==> config.mk <==
export PLATFORM = sky130hd
export DESIGN_NAME = call_scheduler
export DESIGN_NICKNAME = d
export VERILOG_FILES = /design/src/rtl/call_scheduler_pkg.sv /design/src/rtl/call_edge.sv /design/src/rtl/call_scheduler.sv
export SDC_FILE = /design/constraint.sdc
export NUM_CORES = 1
export LEC_CHECK = 0
export ABC_AREA = 1
export BUFFER_PORTS_ARGS = -buffer_cell sky130_fd_sc_hd__buf_4
export CAP_MARGIN = 5
export CORE_MARGIN = 2
export CORE_UTILIZATION = 49
export DETAILED_ROUTE_END_ITERATION = 8
export HOLD_SLACK_MARGIN = 0.05
export PLACE_DENSITY_LB_ADDON = 0.3
export SYNTH_ARGS = -nofsm -noshare
export SYNTH_HDL_FRONTEND = slang
export SYNTH_HIERARCHICAL = 1
export SYNTH_SLANG_ARGS = --single-unit
==> constraint.sdc <==
create_clock -name clk -period 1.3 [get_ports clk]
set_input_delay 0.065 -clock clk [delete_from_list [all_inputs] [get_ports clk]]
set_output_delay 0.065 -clock clk [all_outputs]
set_load 0.05 [all_outputs]
==> src/rtl/call_scheduler_pkg.sv <==
// call_scheduler_pkg: floor codes, state encoding and floor-mask helpers for the call scheduler
package call_scheduler_pkg;
  localparam logic [1:0] FLOOR_NONE = 2'd0;
  localparam logic [1:0] F1 = 2'd1;
  localparam logic [1:0] F2 = 2'd2;
  localparam logic [1:0] F3 = 2'd3;
  localparam int DWELL_DEFAULT = 3;
  typedef enum logic [1:0] {IDLE = 2'd0, UP = 2'd1, DOWN = 2'd2, SERVING = 2'd3} state_t;
  function automatic logic [2:0] floor_bit(input logic [1:0] f);
    return f == F1 ? 3'b001 : f == F2 ? 3'b010 : f == F3 ? 3'b100 : 3'b000;
  endfunction
  function automatic logic [2:0] above_mask(input logic [1:0] f);
    return f == F1 ? 3'b110 : f == F2 ? 3'b100 : 3'b000;
  endfunction
  function automatic logic [2:0] below_mask(input logic [1:0] f);
    return f == F2 ? 3'b001 : f == F3 ? 3'b011 : 3'b000;
  endfunction
  function automatic logic [1:0] lowest_floor(input logic [2:0] m);
    return m[0] ? F1 : m[1] ? F2 : m[2] ? F3 : FLOOR_NONE;
  endfunction
  function automatic logic [1:0] highest_floor(input logic [2:0] m);
    return m[2] ? F3 : m[1] ? F2 : m[0] ? F1 : FLOOR_NONE;
  endfunction
endpackage

==> src/rtl/call_edge.sv <==
// call_edge: registered rising-edge detector for the three call buttons, blind to buttons held through reset
module call_edge (
  input  logic       clk,
  input  logic       reset,
  input  logic [2:0] call_in,
  output logic [2:0] rise
);
  logic [2:0] prev, armed;
  always_ff @(posedge clk) begin
    prev  <= reset ? 3'b000 : call_in;
    armed <= reset ? ~call_in : armed | ~call_in;
  end
  assign rise = call_in & ~prev & armed;
endmodule

==> src/rtl/call_scheduler.sv <==
// call_scheduler: latches floor calls and picks travel direction, target floor and door dwell
module call_scheduler
  import call_scheduler_pkg::*;
#(
  parameter int DWELL_TICKS = DWELL_DEFAULT
) (
  input  logic       clk,
  input  logic       reset,
  input  logic       tick,
  input  logic [2:0] call_in,
  input  logic [1:0] cur_floor,
  input  logic       alarm,
  output logic [2:0] pending,
  output logic [1:0] target_floor,
  output logic       target_valid,
  output logic       dir_up,
  output logic       dir_down,
  output logic       door_cmd
);
  state_t st, st_nx;
  logic last_up, last_up_nx, go, valid, here, reload;
  logic [2:0] rise, here_m, up_m, dn_m, clr, dwell, dwell_nx;
  logic [1:0] target_nx;
  call_edge u_edge (.clk(clk), .reset(reset), .call_in(call_in), .rise(rise));
  always_comb begin
    here_m = floor_bit(cur_floor);
    up_m = above_mask(cur_floor) & pending;
    dn_m = below_mask(cur_floor) & pending;
    valid = cur_floor != FLOOR_NONE;
    here = |(here_m & pending);
    go = tick & ~alarm;
    reload = st == SERVING && !alarm && valid && |(here_m & rise);
    st_nx = st;
    dwell_nx = dwell;
    last_up_nx = last_up;
    if (go) begin
      if (!valid) st_nx = IDLE;
      else if (st == SERVING) begin
        if (dwell > 3'd1) dwell_nx = dwell - 3'd1;
        else begin
          dwell_nx = 3'd0;
          if (last_up) st_nx = |up_m ? UP : |dn_m ? DOWN : IDLE;
          else st_nx = |dn_m ? DOWN : |up_m ? UP : IDLE;
        end
      end
      else if (here) st_nx = SERVING;
      else if (st == IDLE) st_nx = |up_m ? UP : |dn_m ? DOWN : IDLE;
      else if (st == UP) st_nx = |up_m ? UP : IDLE;
      else st_nx = |dn_m ? DOWN : IDLE;
    end
    if (reload) st_nx = SERVING;
    if (st_nx == SERVING && (st != SERVING || reload)) dwell_nx = 3'(DWELL_TICKS);
    clr = (st_nx == SERVING && (st != SERVING || reload)) ? here_m : 3'b000;
    last_up_nx = st_nx == UP ? 1'b1 : st_nx == DOWN ? 1'b0 : last_up;
    target_nx = !go ? target_floor : st_nx == UP ? lowest_floor(up_m) :
                st_nx == DOWN ? highest_floor(dn_m) : st_nx == SERVING ? cur_floor : FLOOR_NONE;
  end
  always_ff @(posedge clk) begin
    if (reset) begin
      st <= IDLE;
      last_up <= 1'b1;
      dwell <= 3'd0;
      target_floor <= FLOOR_NONE;
      pending <= 3'b000;
    end else begin
      st <= st_nx;
      last_up <= last_up_nx;
      dwell <= dwell_nx;
      target_floor <= target_nx;
      pending <= (pending | rise) & ~clr;
    end
  end
  assign target_valid = target_floor != FLOOR_NONE;
  assign dir_up = st == UP && !alarm;
  assign dir_down = st == DOWN && !alarm;
  assign door_cmd = st == SERVING || (alarm && !reset);
endmodule

==> impl_metrics.csv <==
group,metric,value,unit
yosys,netlist_area,0.00109,mm²
placed_design,dp_hpwl,2.07,mm
timing,setup_ws,-225,ps
critical_path,critPathMaxFanout,4,
cts,cts_buffer_depth,2,
global_routing,grtUsageTotal,0.246,
timing,max_slew_margin,0.825,
floorplanning,die_w,51.1,µm
cts,cts_buffers,3,
yosys,yosys_warnings,6,
drt,drc,0,
global_routing,grt-ovfl-total,0,
pwr,vdd_drop_max,0.676,mV
cts,path_clk_slew,110,ps
timing,skew,1.61,ps
global_routing,first_global_vias,1084,
timing,hold_viol_final,0,
floorplanning,fp-row-count,17,
cts,cts_tree,"done",
cts,cts-root-buf,"clkbuf_4",
critical_path,end_kind,"flip-flop",
timing,post-route-period-util,1.17,
critical_path,slowest_stage,"dfxtp_2",
timing,hold_slack,190,ps
placed_design,gp_congestion,0.967,
timing,period_needed,1520,ps
placed_design,io_buffers,17,
floorplanning,die_h,51.1,µm
floorplanning,io_pins,18,
timing,setup_viol,11,
drt,num_vias,1212,
cells_and_area,n_fill_cell,131,
drt,ant_nets,0,
job,max_cap_viol_count,0,
cells_and_area,area_delta_synth_final,61.2,%
pwr,power_density,721,mW/mm²
yosys,synthCells,161,
global_routing,grt_antenna_before_repair,0,
timing,rsz0062_at_grt,"yes",
critical_path,cp_cell_sequence,"nand2_2 > nor2_4 > nand2_2 > nand3_2 > nand4_4 > nand2_2 > buf_6 > a21oi_4 > nand2_1 > a21oi_2 > o21ai_1",
yosys,avgSynthCellArea,6.75,µm²
pwr,p_leak,0.835,nW
outcome,outcome,"finished with violations",
drt,routedWlPerCell,13.5,µm
outcome,violations,"setup timing",
yosys,synth_nets,176,
yosys,ys_ff_latch,17,
critical_path,critPathLaunchType,"flip-flop",
yosys,yosysSeqAreaShare,0.313,
min_path,hold_class,"input port to flip-flop",
yosys,ys_types,23,
critical_path,crit_arrival,1730,ps
critical_path,worstPathRequired,1510,ps
cells_and_area,fin_nets,223,
critical_path,worstSetupPathType,"flip-flop to flip-flop",
critical_path,crit_top_cell,"nand2_2",
floorplanning,dieArea,0.00261,mm²
cells_and_area,final_cell_mix,"buf_4 (29), nand2_1 (26), inv_1 (16), nor2_1 (16), nand2_2 (13)",
floorplanning,start_util,0.506,
cts,clkSinkCount,17,
timing,fmax,656,MHz
cts,htree_num_levels,1,
cells_and_area,diodes,0,
cells_and_area,drive_above_1_share,0.556,
global_routing,grt_max_degree,16,
global_routing,grt_pass1_wl,4.71,mm
cells_and_area,layout_commonest_cell,"buf_4",
timing,final_max_slew_viol_count,0,
critical_path,max_stage_delay,340,ps
drt,routed_via_density,5.16,
drt,drtPass1Iterations,4,
drt,drtIter0Drc,19,
floorplanning,core_area,0.00215,mm²
drt,totalWireLength,3.17,mm
cts,clkLatencyLatePin,300,ps
pwr,p_total,0.00126,W
timing,tightest_slew,261,ps
## final timing paths
check	depth (start not counted)	endpoint	startpoint	slack (ps)
worst max-delay path	11	last_up	u_edge/armed[0]	-220
worst min-delay path	5	target_floor[0]	alarm	190
worst max register to register	11	last_up	u_edge/armed[0]	-220
worst min register to register	2	u_edge/armed[0]	u_edge/armed[0]	470
## cell type report
type | count | area, µm² | area share
multi-input cells | 118 | 853 | 0.487
repair buffers | 43 | 370 | 0.211
flip-flops and latches | 17 | 365 | 0.208
inverters | 25 | 101 | 0.0578
well taps | 28 | 35.0 | 0.0200
clock buffers | 3 | 22.5 | 0.0128
clock inverters | 1 | 5.00 | 0.00286
## registers in the layout, indices dropped and copies added, names as in the netlist
| register | cells |
|---|---|
| dwell | 3 |
| pending | 3 |
| u_edge/armed | 3 |
| u_edge/prev | 3 |
| st | 2 |
| target_floor | 2 |
| last_up | 1 |
## critical path: cells and delay by family (launching register included)
kind            cells  cell delay (ps)
simple gates        7              600
flops               1              340
buf+inv             1              130
compound gates      3              350
## through the flow
step | setup WS (ps) | setup TNS [ps] | instances | cell area (µm²) | util
2_1_floorplan | -148 | -970 | 161 | 1150 | -
3_3_place_gp | -300 | -2510 | 220 | 1430 | 0.664
3_5_place_dp | -355 | -3040 | 220 | 1430 | 0.664
4_1_cts | -195 | -1540 | 233 | 1610 | 0.748
5_1_grt | -327 | -2880 | 235 | 1750 | 0.816
6_report | -225 | -1940 | 235 | 1750 | 0.816
## Yosys cell counts
cell type	instances	area [µm²]
nand2_1	39	146
nor2_1	22	82.6
inv_1	21	78.8
dfxtp_1	17	340
nand3_1	12	60.1
o21ai_0	7	35.0
ha_1	6	75.1
a21oi_1	5	25.0
a21oi_2	5	43.8
nand2_4	5	56.3
nand2_2	4	25.0
inv_2	3	11.3
nand3_2	2	20.0
nand4_1	2	12.5
nor2_2	2	12.5
nor3_1	2	10.0
a211oi_1	1	7.51
clkbuf_1	1	3.75
inv_4	1	6.26
nand4_2	1	12.5
nor2_4	1	11.3
o21ai_1	1	5.00
or2_2	1	6.26
## logic make-up after synthesis
family                   share of synthesized area
AND/OR/NAND/NOR                              0.419
buffers and inverters                       0.0921
adder cells (fa/ha/maj)                     0.0690
AO/OA/AOI/OAI                                0.107
flip-flops                                   0.313
## timing repair
action / CTS / global route
resized for setup: 28 / 34
setup buffers: 5 / 3
pin swaps: 17 / 23
hold buffers: 4 / 0
endpoints found under the hold margin: 8 / 0
endpoints found under the setup margin: 12 / 13
gates cloned: 0 / 0
## routing by layer
layer / global-route usage / up-vias / share of wire
met5: 0 / - / 0
met4: 0.131 / 0 / 0.030
met3: 0.0351 / 11 / 0.031
met2: 0.455 / 32 / 0.55
met1: 0.266 / 568 / 0.39
li1: - / 601 / -
## power breakdown
part           switching, W  internal, W  total [W]
registers         0.0000256     0.000547   0.000573
logic              0.000233     0.000155   0.000388
clock network      0.000188     0.000115   0.000303
total              0.000446     0.000817    0.00126
Note: power is estimated with default switching activity, not from simulation.
